[config.mk]
export PLATFORM = sky130hd
export DESIGN_NAME = snake_step_ctrl
export DESIGN_NICKNAME = d
export VERILOG_FILES = /design/src/rtl/snake_pkg.sv /design/src/rtl/dir_queue.sv /design/src/rtl/snake_step_ctrl.sv
export SDC_FILE = /design/constraint.sdc
export NUM_CORES = 1
export LEC_CHECK = 0
export ABC_CLOCK_PERIOD_IN_PS = 2000
export CAP_MARGIN = 20
export CORE_MARGIN = 1
export CORE_UTILIZATION = 51
export CTS_BUF_LIST = sky130_fd_sc_hd__clkbuf_4 sky130_fd_sc_hd__clkbuf_8
export DETAILED_ROUTE_END_ITERATION = 6
export HOLD_SLACK_MARGIN = 0.1
export MAX_ROUTING_LAYER = met4
export PLACE_DENSITY = 0.78
export SYNTH_ARGS = -nofsm -noshare
export SYNTH_HDL_FRONTEND = slang
export SYNTH_SLANG_ARGS = --single-unit
[constraint.sdc]
create_clock -name clk -period 2 [get_ports clk]
set_input_delay 0.4 -clock clk [delete_from_list [all_inputs] [get_ports clk]]
set_output_delay 0.4 -clock clk [all_outputs]
set_load 0.01 [all_outputs]
[src/rtl/snake_pkg.sv]
// Shared snake game types: direction encodings, controller states and
// default grid size used by the step controller, body, collision and render.
package snake_pkg;

  typedef enum logic [1:0] {
    DIR_UP    = 2'd0,
    DIR_RIGHT = 2'd1,
    DIR_DOWN  = 2'd2,
    DIR_LEFT  = 2'd3
  } dir_t;

  typedef enum logic [1:0] {
    ST_IDLE = 2'd0,
    ST_RUN  = 2'd1,
    ST_HOLD = 2'd2
  } state_t;

  localparam int DEFAULT_GRID_W = 32;
  localparam int DEFAULT_GRID_H = 24;

  // A turn is legal when it neither repeats the reference direction nor
  // reverses it (opposite directions differ only in bit 1).
  function automatic logic isLegalTurn(input dir_t refDir, input logic [1:0] req);
    logic [1:0] refBits;
    refBits = refDir;
    return (req != refBits) && (req != (refBits ^ 2'd2));
  endfunction

endpackage

[src/rtl/dir_queue.sv]
// Two-entry FIFO of pending direction requests. Slot 0 always holds the
// oldest entry; o_newest exposes the most recently queued one so the
// caller can judge the legality of the next request against it.
module dir_queue
  import snake_pkg::*;
(
  input  logic clk,
  input  logic reset,
  input  logic i_flush,
  input  logic i_push,
  input  dir_t i_pushDir,
  input  logic i_pop,
  output dir_t o_oldest,
  output dir_t o_newest,
  output logic o_empty,
  output logic o_full
);

  dir_t       r_slot0;
  dir_t       r_slot1;
  logic [1:0] r_count;
  logic       w_pop;

  assign w_pop    = i_pop && (r_count != 2'd0);
  assign o_empty  = (r_count == 2'd0);
  assign o_full   = (r_count == 2'd2);
  assign o_oldest = r_slot0;
  assign o_newest = (r_count == 2'd2) ? r_slot1 : r_slot0;

  // Shift-style storage: a pop moves slot 1 down; a push lands in the first free slot.
  always_ff @(posedge clk or posedge reset) begin
    if (reset) begin
      r_slot0 <= DIR_RIGHT;
      r_slot1 <= DIR_RIGHT;
      r_count <= 2'd0;
    end else if (i_flush) begin
      r_count <= 2'd0;
    end else begin
      case ({i_push, w_pop})
        2'b01: begin
          r_slot0 <= r_slot1;
          r_count <= r_count - 2'd1;
        end
        2'b10: begin
          if (r_count == 2'd0) begin
            r_slot0 <= i_pushDir;
            r_count <= 2'd1;
          end else if (r_count == 2'd1) begin
            r_slot1 <= i_pushDir;
            r_count <= 2'd2;
          end
        end
        2'b11: begin
          if (r_count == 2'd1) begin
            r_slot0 <= i_pushDir;
          end else begin
            r_slot0 <= r_slot1;
            r_slot1 <= i_pushDir;
          end
        end
        default: begin
          r_count <= r_count;
        end
      endcase
    end
  end

endmodule

[src/rtl/snake_step_ctrl.sv]
// Snake head movement controller. Each rising edge of the game clock yields
// one tick; while running, a tick pops a queued turn (if any) and steps the
// head one cell, wrapping at the grid edges.
module snake_step_ctrl
  import snake_pkg::*;
#(
  parameter int GRID_W  = DEFAULT_GRID_W,
  parameter int GRID_H  = DEFAULT_GRID_H,
  parameter int XW      = 5,
  parameter int YW      = 5,
  parameter int START_X = 16,
  parameter int START_Y = 12
) (
  input  logic          clk,
  input  logic          reset,
  input  logic          i_gameClock,
  input  logic          i_start,
  input  logic          i_pause,
  input  logic          i_restart,
  input  logic          i_dirReqValid,
  input  logic [1:0]    i_dirReq,
  output logic [XW-1:0] o_headX,
  output logic [YW-1:0] o_headY,
  output logic [1:0]    o_dir,
  output logic          o_step,
  output logic          o_wrapped,
  output logic          o_running
);

  localparam logic [XW-1:0] X_MAX   = XW'(GRID_W - 1);
  localparam logic [YW-1:0] Y_MAX   = YW'(GRID_H - 1);
  localparam logic [XW-1:0] X_START = XW'(START_X);
  localparam logic [YW-1:0] Y_START = YW'(START_Y);

  logic          r_gcQ;
  state_t        r_state;
  dir_t          r_dir;
  logic [XW-1:0] r_headX;
  logic [YW-1:0] r_headY;
  logic          r_step;
  logic          r_wrapped;
  logic          r_running;

  logic          w_tick;
  logic          w_move;
  logic          w_qEmpty;
  logic          w_qFull;
  dir_t          w_qOldest;
  dir_t          w_qNewest;
  dir_t          w_refDir;
  dir_t          w_reqDir;
  logic          w_pop;
  logic          w_push;
  dir_t          w_newDir;
  logic [XW-1:0] w_nextX;
  logic [YW-1:0] w_nextY;
  logic          w_wrap;

  assign w_tick   = i_gameClock & ~r_gcQ;
  assign w_move   = w_tick && (r_state == ST_RUN) && !i_pause;
  assign w_pop    = w_move && !w_qEmpty;
  assign w_newDir = w_pop ? w_qOldest : r_dir;

  // Popping only removes the oldest entry, so the newest survivor (or the
  // direction just popped into r_dir) equals the pre-pop newest entry.
  assign w_refDir = w_qEmpty ? r_dir : w_qNewest;
  assign w_reqDir = dir_t'(i_dirReq);
  assign w_push   = i_dirReqValid && !i_restart && isLegalTurn(w_refDir, i_dirReq)
                    && (!w_qFull || w_pop);

  dir_queue u_dirQueue (
    .clk       (clk),
    .reset     (reset),
    .i_flush   (i_restart),
    .i_push    (w_push),
    .i_pushDir (w_reqDir),
    .i_pop     (w_pop),
    .o_oldest  (w_qOldest),
    .o_newest  (w_qNewest),
    .o_empty   (w_qEmpty),
    .o_full    (w_qFull)
  );

  // Next head cell in the post-pop direction, wrapping by explicit compare.
  always_comb begin
    w_nextX = r_headX;
    w_nextY = r_headY;
    w_wrap  = 1'b0;
    case (w_newDir)
      DIR_RIGHT: begin
        if (r_headX == X_MAX) begin
          w_nextX = '0;
          w_wrap  = 1'b1;
        end else begin
          w_nextX = r_headX + XW'(1);
        end
      end
      DIR_LEFT: begin
        if (r_headX == '0) begin
          w_nextX = X_MAX;
          w_wrap  = 1'b1;
        end else begin
          w_nextX = r_headX - XW'(1);
        end
      end
      DIR_DOWN: begin
        if (r_headY == Y_MAX) begin
          w_nextY = '0;
          w_wrap  = 1'b1;
        end else begin
          w_nextY = r_headY + YW'(1);
        end
      end
      default: begin
        if (r_headY == '0) begin
          w_nextY = Y_MAX;
          w_wrap  = 1'b1;
        end else begin
          w_nextY = r_headY - YW'(1);
        end
      end
    endcase
  end

  // Delay the game clock by one cycle so its rising edge becomes a one-cycle tick.
  always_ff @(posedge clk or posedge reset) begin
    if (reset) begin
      r_gcQ <= 1'b0;
    end else begin
      r_gcQ <= i_gameClock;
    end
  end

  // Run state machine, head position, direction and registered pulses.
  always_ff @(posedge clk or posedge reset) begin
    if (reset) begin
      r_state   <= ST_IDLE;
      r_dir     <= DIR_RIGHT;
      r_headX   <= X_START;
      r_headY   <= Y_START;
      r_step    <= 1'b0;
      r_wrapped <= 1'b0;
      r_running <= 1'b0;
    end else begin
      r_running <= (r_state == ST_RUN);
      if (i_restart) begin
        r_state   <= ST_IDLE;
        r_dir     <= DIR_RIGHT;
        r_headX   <= X_START;
        r_headY   <= Y_START;
        r_step    <= 1'b0;
        r_wrapped <= 1'b0;
      end else begin
        r_step    <= w_move;
        r_wrapped <= w_move && w_wrap;
        if (w_move) begin
          r_dir   <= w_newDir;
          r_headX <= w_nextX;
          r_headY <= w_nextY;
        end
        case (r_state)
          ST_IDLE: if (i_start) r_state <= ST_RUN;
          ST_RUN:  if (i_pause) r_state <= ST_HOLD;
          ST_HOLD: if (!i_pause) r_state <= ST_RUN;
          default: r_state <= ST_IDLE;
        endcase
      end
    end
  end

  assign o_headX   = r_headX;
  assign o_headY   = r_headY;
  assign o_dir     = r_dir;
  assign o_step    = r_step;
  assign o_wrapped = r_wrapped;
  assign o_running = r_running;

endmodule

==> results.ini, run 1 <==
[run_status]
status=complete, no violations

[run]
maxCapViolations=0

[sta]
period_needed_ns=1.97
max_freq_ghz=0.508
finalSetupViolations=0
max_slew_margin_pct=73.0
final-max-slew-violation-count=0
rsz0062_at_grt=true
setup_tns_ns=0
finalCritPeriodShare_pct=98.4
fin_skew_ns=0.00788
layout_setup_ws_ns=0.0314
hold_violations=0
worst_pin_slew_ns=0.401

[setup_path]
crit_type=reg -> reg
critical_path.startpoint=u_dirQueue.r_count[1]$_DFFE_PP0P_
path_max_fanout=3
endpoint_kind=flop
r2r-start=u_dirQueue.r_count[1]$_DFFE_PP0P_
crit_arrival_ns=2.17
worst-path-buf-inv=0
crit_path_start_kind=flop
r2r_setup_slack_ns=0.03
path_cells=ha_4 -> mux2i_4 -> a211o_1 -> a21oi_4 -> a31o_4 -> mux2_4
critical_path.top_delay_family=compound AO/OA/AOI/OAI gates
cpMaxStageDelayCell=dfrtp_2
cp.required_ns=2.20
max_stage_delay_ns=0.46

[power_and_ir_drop]
combPwrFrac_pct=29.2
powerDensity_mw_per_mm2=478
p_leak_nw=1.03
p_sw_share_pct=29.8
ir_drop_uv=298
p_total_mw=1.11
switchingPower_uw=332
p_int_uw=783
power_frac_seq_pct=49.9
clockPowerShare_pct=20.9

[clock_network]
clock_latency_ns=0.31
cts_sinks=24
clockBufferDepth=2
cts_tree=built
cts-root-buf=clkbuf_4
numCtsBuffers=3
htree_num_levels=1
ctsHoldBuffers=0
clkTransAtPathRegs_ns=0.13

[global_routing]
use_met3_pct=3.25
grt_antenna_before_repair=0
met1_usage_pct=32.7
track_usage_pct=26.9
grt_pass1_vias=1580
grt_pass1_wl_mm=6.98
grt_max_degree=25
grt_remaining_overflow=0
grtUsageMet2_pct=43.6
busiest_layer=met2

[floorplan]
coreArea_mm2=0.00313
die_y_um=60.3
dieArea_mm2=0.00364
ios=24
initial_core_util_pct=55.4
die_w_um=60.3
num_rows=20

[place]
dp_slack_ns=-0.210
post-dp-hpwl_mm=3.29
dp.cells=278
gp_routability_congestion=0.925
port_buffers=23
placedInstanceArea_mm2=0.00223

[yosys]
yosysSeqAreaShare_pct=35.1
ys_ff_latch=24
synth_area_mm2=0.00173
yosysUniqueCellTypes=56
ys_async_sr_fraction_pct=100
synth-main-ff-cell=dfrtp_1
avgSynthCellArea_um2=9.48
syn-num-nets=201
synthCells=183
synth-edff-count=0
yosysWarnings=0

[route]
wire_per_inst_um=15.1
wl_mm=4.27
drcViolationCount=0
initialDrtViolationCount=68
postRouteAntennaNets=0
via_per_inst=5.67
first_pass_iters=4
vias=1606

[finish]
syn2layout_area_growth_pct=34.5
drive_gt1_share_pct=25.5
antenna_cells=0
layout.nets=258
finalInstanceArea_mm2=0.00233
final_cell_count_no_fill=283
num-fill-cells=234

[min_path]
hold_path_class=in -> async

==> final timing paths <==
| path | to | cells past startpoint |
|---|---|---|
| worst max-delay path | u_dirQueue.r_count[0]$_DFFE_PP0P_ | 6 |
| worst min-delay path | o_headX[2]$_DFFE_PP0P_ | 3 |
| worst max register to register | u_dirQueue.r_count[0]$_DFFE_PP0P_ | 6 |
| worst min register to register | u_dirQueue.r_slot1[1]$_DFFE_PP0P_ | 1 |
| max in group asynchronous | u_dirQueue.r_slot1[0]$_DFFE_PP1P_ | 3 |
| min in group clk | u_dirQueue.r_slot1[1]$_DFFE_PP0P_ | 1 |
==> power groups by stage <==
stage          Sequential [mW]  Clock (mW)  Combinational (mW)
2_1_floorplan            0.556           0               0.161
3_3_place_gp             0.554           0               0.283
3_5_place_dp             0.558           0               0.293
4_1_cts                  0.554       0.244               0.315
5_1_grt                  0.560       0.262               0.353
6_report                 0.556       0.233               0.326
==> tightest hold or removal path, delay by kind of cell <==
family | cells | cell delay (ns)
buf+inv | 3 | 0.74
==> cell type report <==
class	count	area [um2]	area share [%]
multi-input cells	142	1110	47.5
repair buffers	56	480	20.6
well taps	44	55.1	2.36
flip-flops and latches	24	609	26.1
inverters	13	48.8	2.09
clock buffers	4	30.0	1.29
==> routing by layer <==
layer / vias to the layer above / share of wire (%)
met5: - / 0
met4: 0 / 3.3
met3: 17 / 4.0
met2: 52 / 48
met1: 749 / 45
li1: 788 / -
==> registers in the layout, summed over array words and instances (netlist names) <==
name,count
o_dir,2
o_headX,5
o_headY,5
o_running,1
o_step,1
o_wrapped,1
r_gcQ,1
r_state,2
u_dirQueue.o_oldest,2
u_dirQueue.r_count,2
u_dirQueue.r_slot1,2
==> synth_stat cells (2+ instances only) <==
master    number  area, um2
dfrtp_1       18        450
inv_1         13       48.8
nor2_1        12       45.0
nand2_1       10       37.5
nand3_1       10       50.1
a21oi_1        9       45.0
ha_1           9        113
nor3_1         8       40.0
dfstp_2        6        158
mux2i_1        6       60.1
nand2b_1       6       37.5
nor2b_1        5       31.3
o21ai_0        5       25.0
xnor2_1        5       43.8
nor3b_1        4       30.0
o211ai_1       4       30.0
a21o_1         3       22.5
a31oi_1        3       18.8
a211o_1        2       17.5
a221o_1        2       20.0
a32o_1         2       20.0
clkbuf_1       2       7.51
mux2_1         2       22.5
mux2_2         2       22.5
mux2i_4        2       45.0
nand4_1        2       12.5
xor2_1         2       17.5
==> metrics by stage <==
step / util (%) / hold slack, ns
after floorplan: - / 0.410
after global placement: 71.4 / 0.481
after detailed placement: 71.4 / 0.495
after CTS: 73.6 / 0.418
after global routing: 74.6 / 0.434
final: 74.6 / 0.421
==> logic make-up after synthesis <==
logic type                 Yosys count  share of synthesized area, %
xor gates and xnor gates             7                          3.54
muxes                               12                          8.66
DFF                                 24                          35.1
AOI/OAI and AO/OA                   46                          19.8
adders and majority gates            9                          6.49
and+or+nand+nor                     68                          22.1
buffers and inverters               17                          4.33
==> timing repair <==
item                                    in CTS  in global routing
pin swaps                                    1                  4
buffers inserted                             0                  1
resized for setup                            8                  6
endpoints found under the setup margin      11                  8
==> cells in the final DEF, fill, tap and decap left out, types with 6 or more instances in the layout <==
cell,instances
buf_4,33
clkdlybuf4s50_1,22
dfrtp_1,17
inv_1,11
nor2_1,11
nand2_1,10
nand3_1,10
a21oi_1,9
nor3_1,8
ha_1,7
nand2b_1,6
dfstp_2,6
No activity file was read; power rests on OpenSTA's default activity.
==> inputs of run 2 (changes only) <==
CTS_CLUSTER_DIAMETER = 30   (was unset)
==> results of run 2 <==
The final DEF is identical to that of run 1; final timing and power are the same.
==> inputs of run 3 (changes only) <==
SLEW_MARGIN = 20   (was unset)
==> results of run 3 <==
The final DEF is identical to that of run 1; final timing and power are the same.
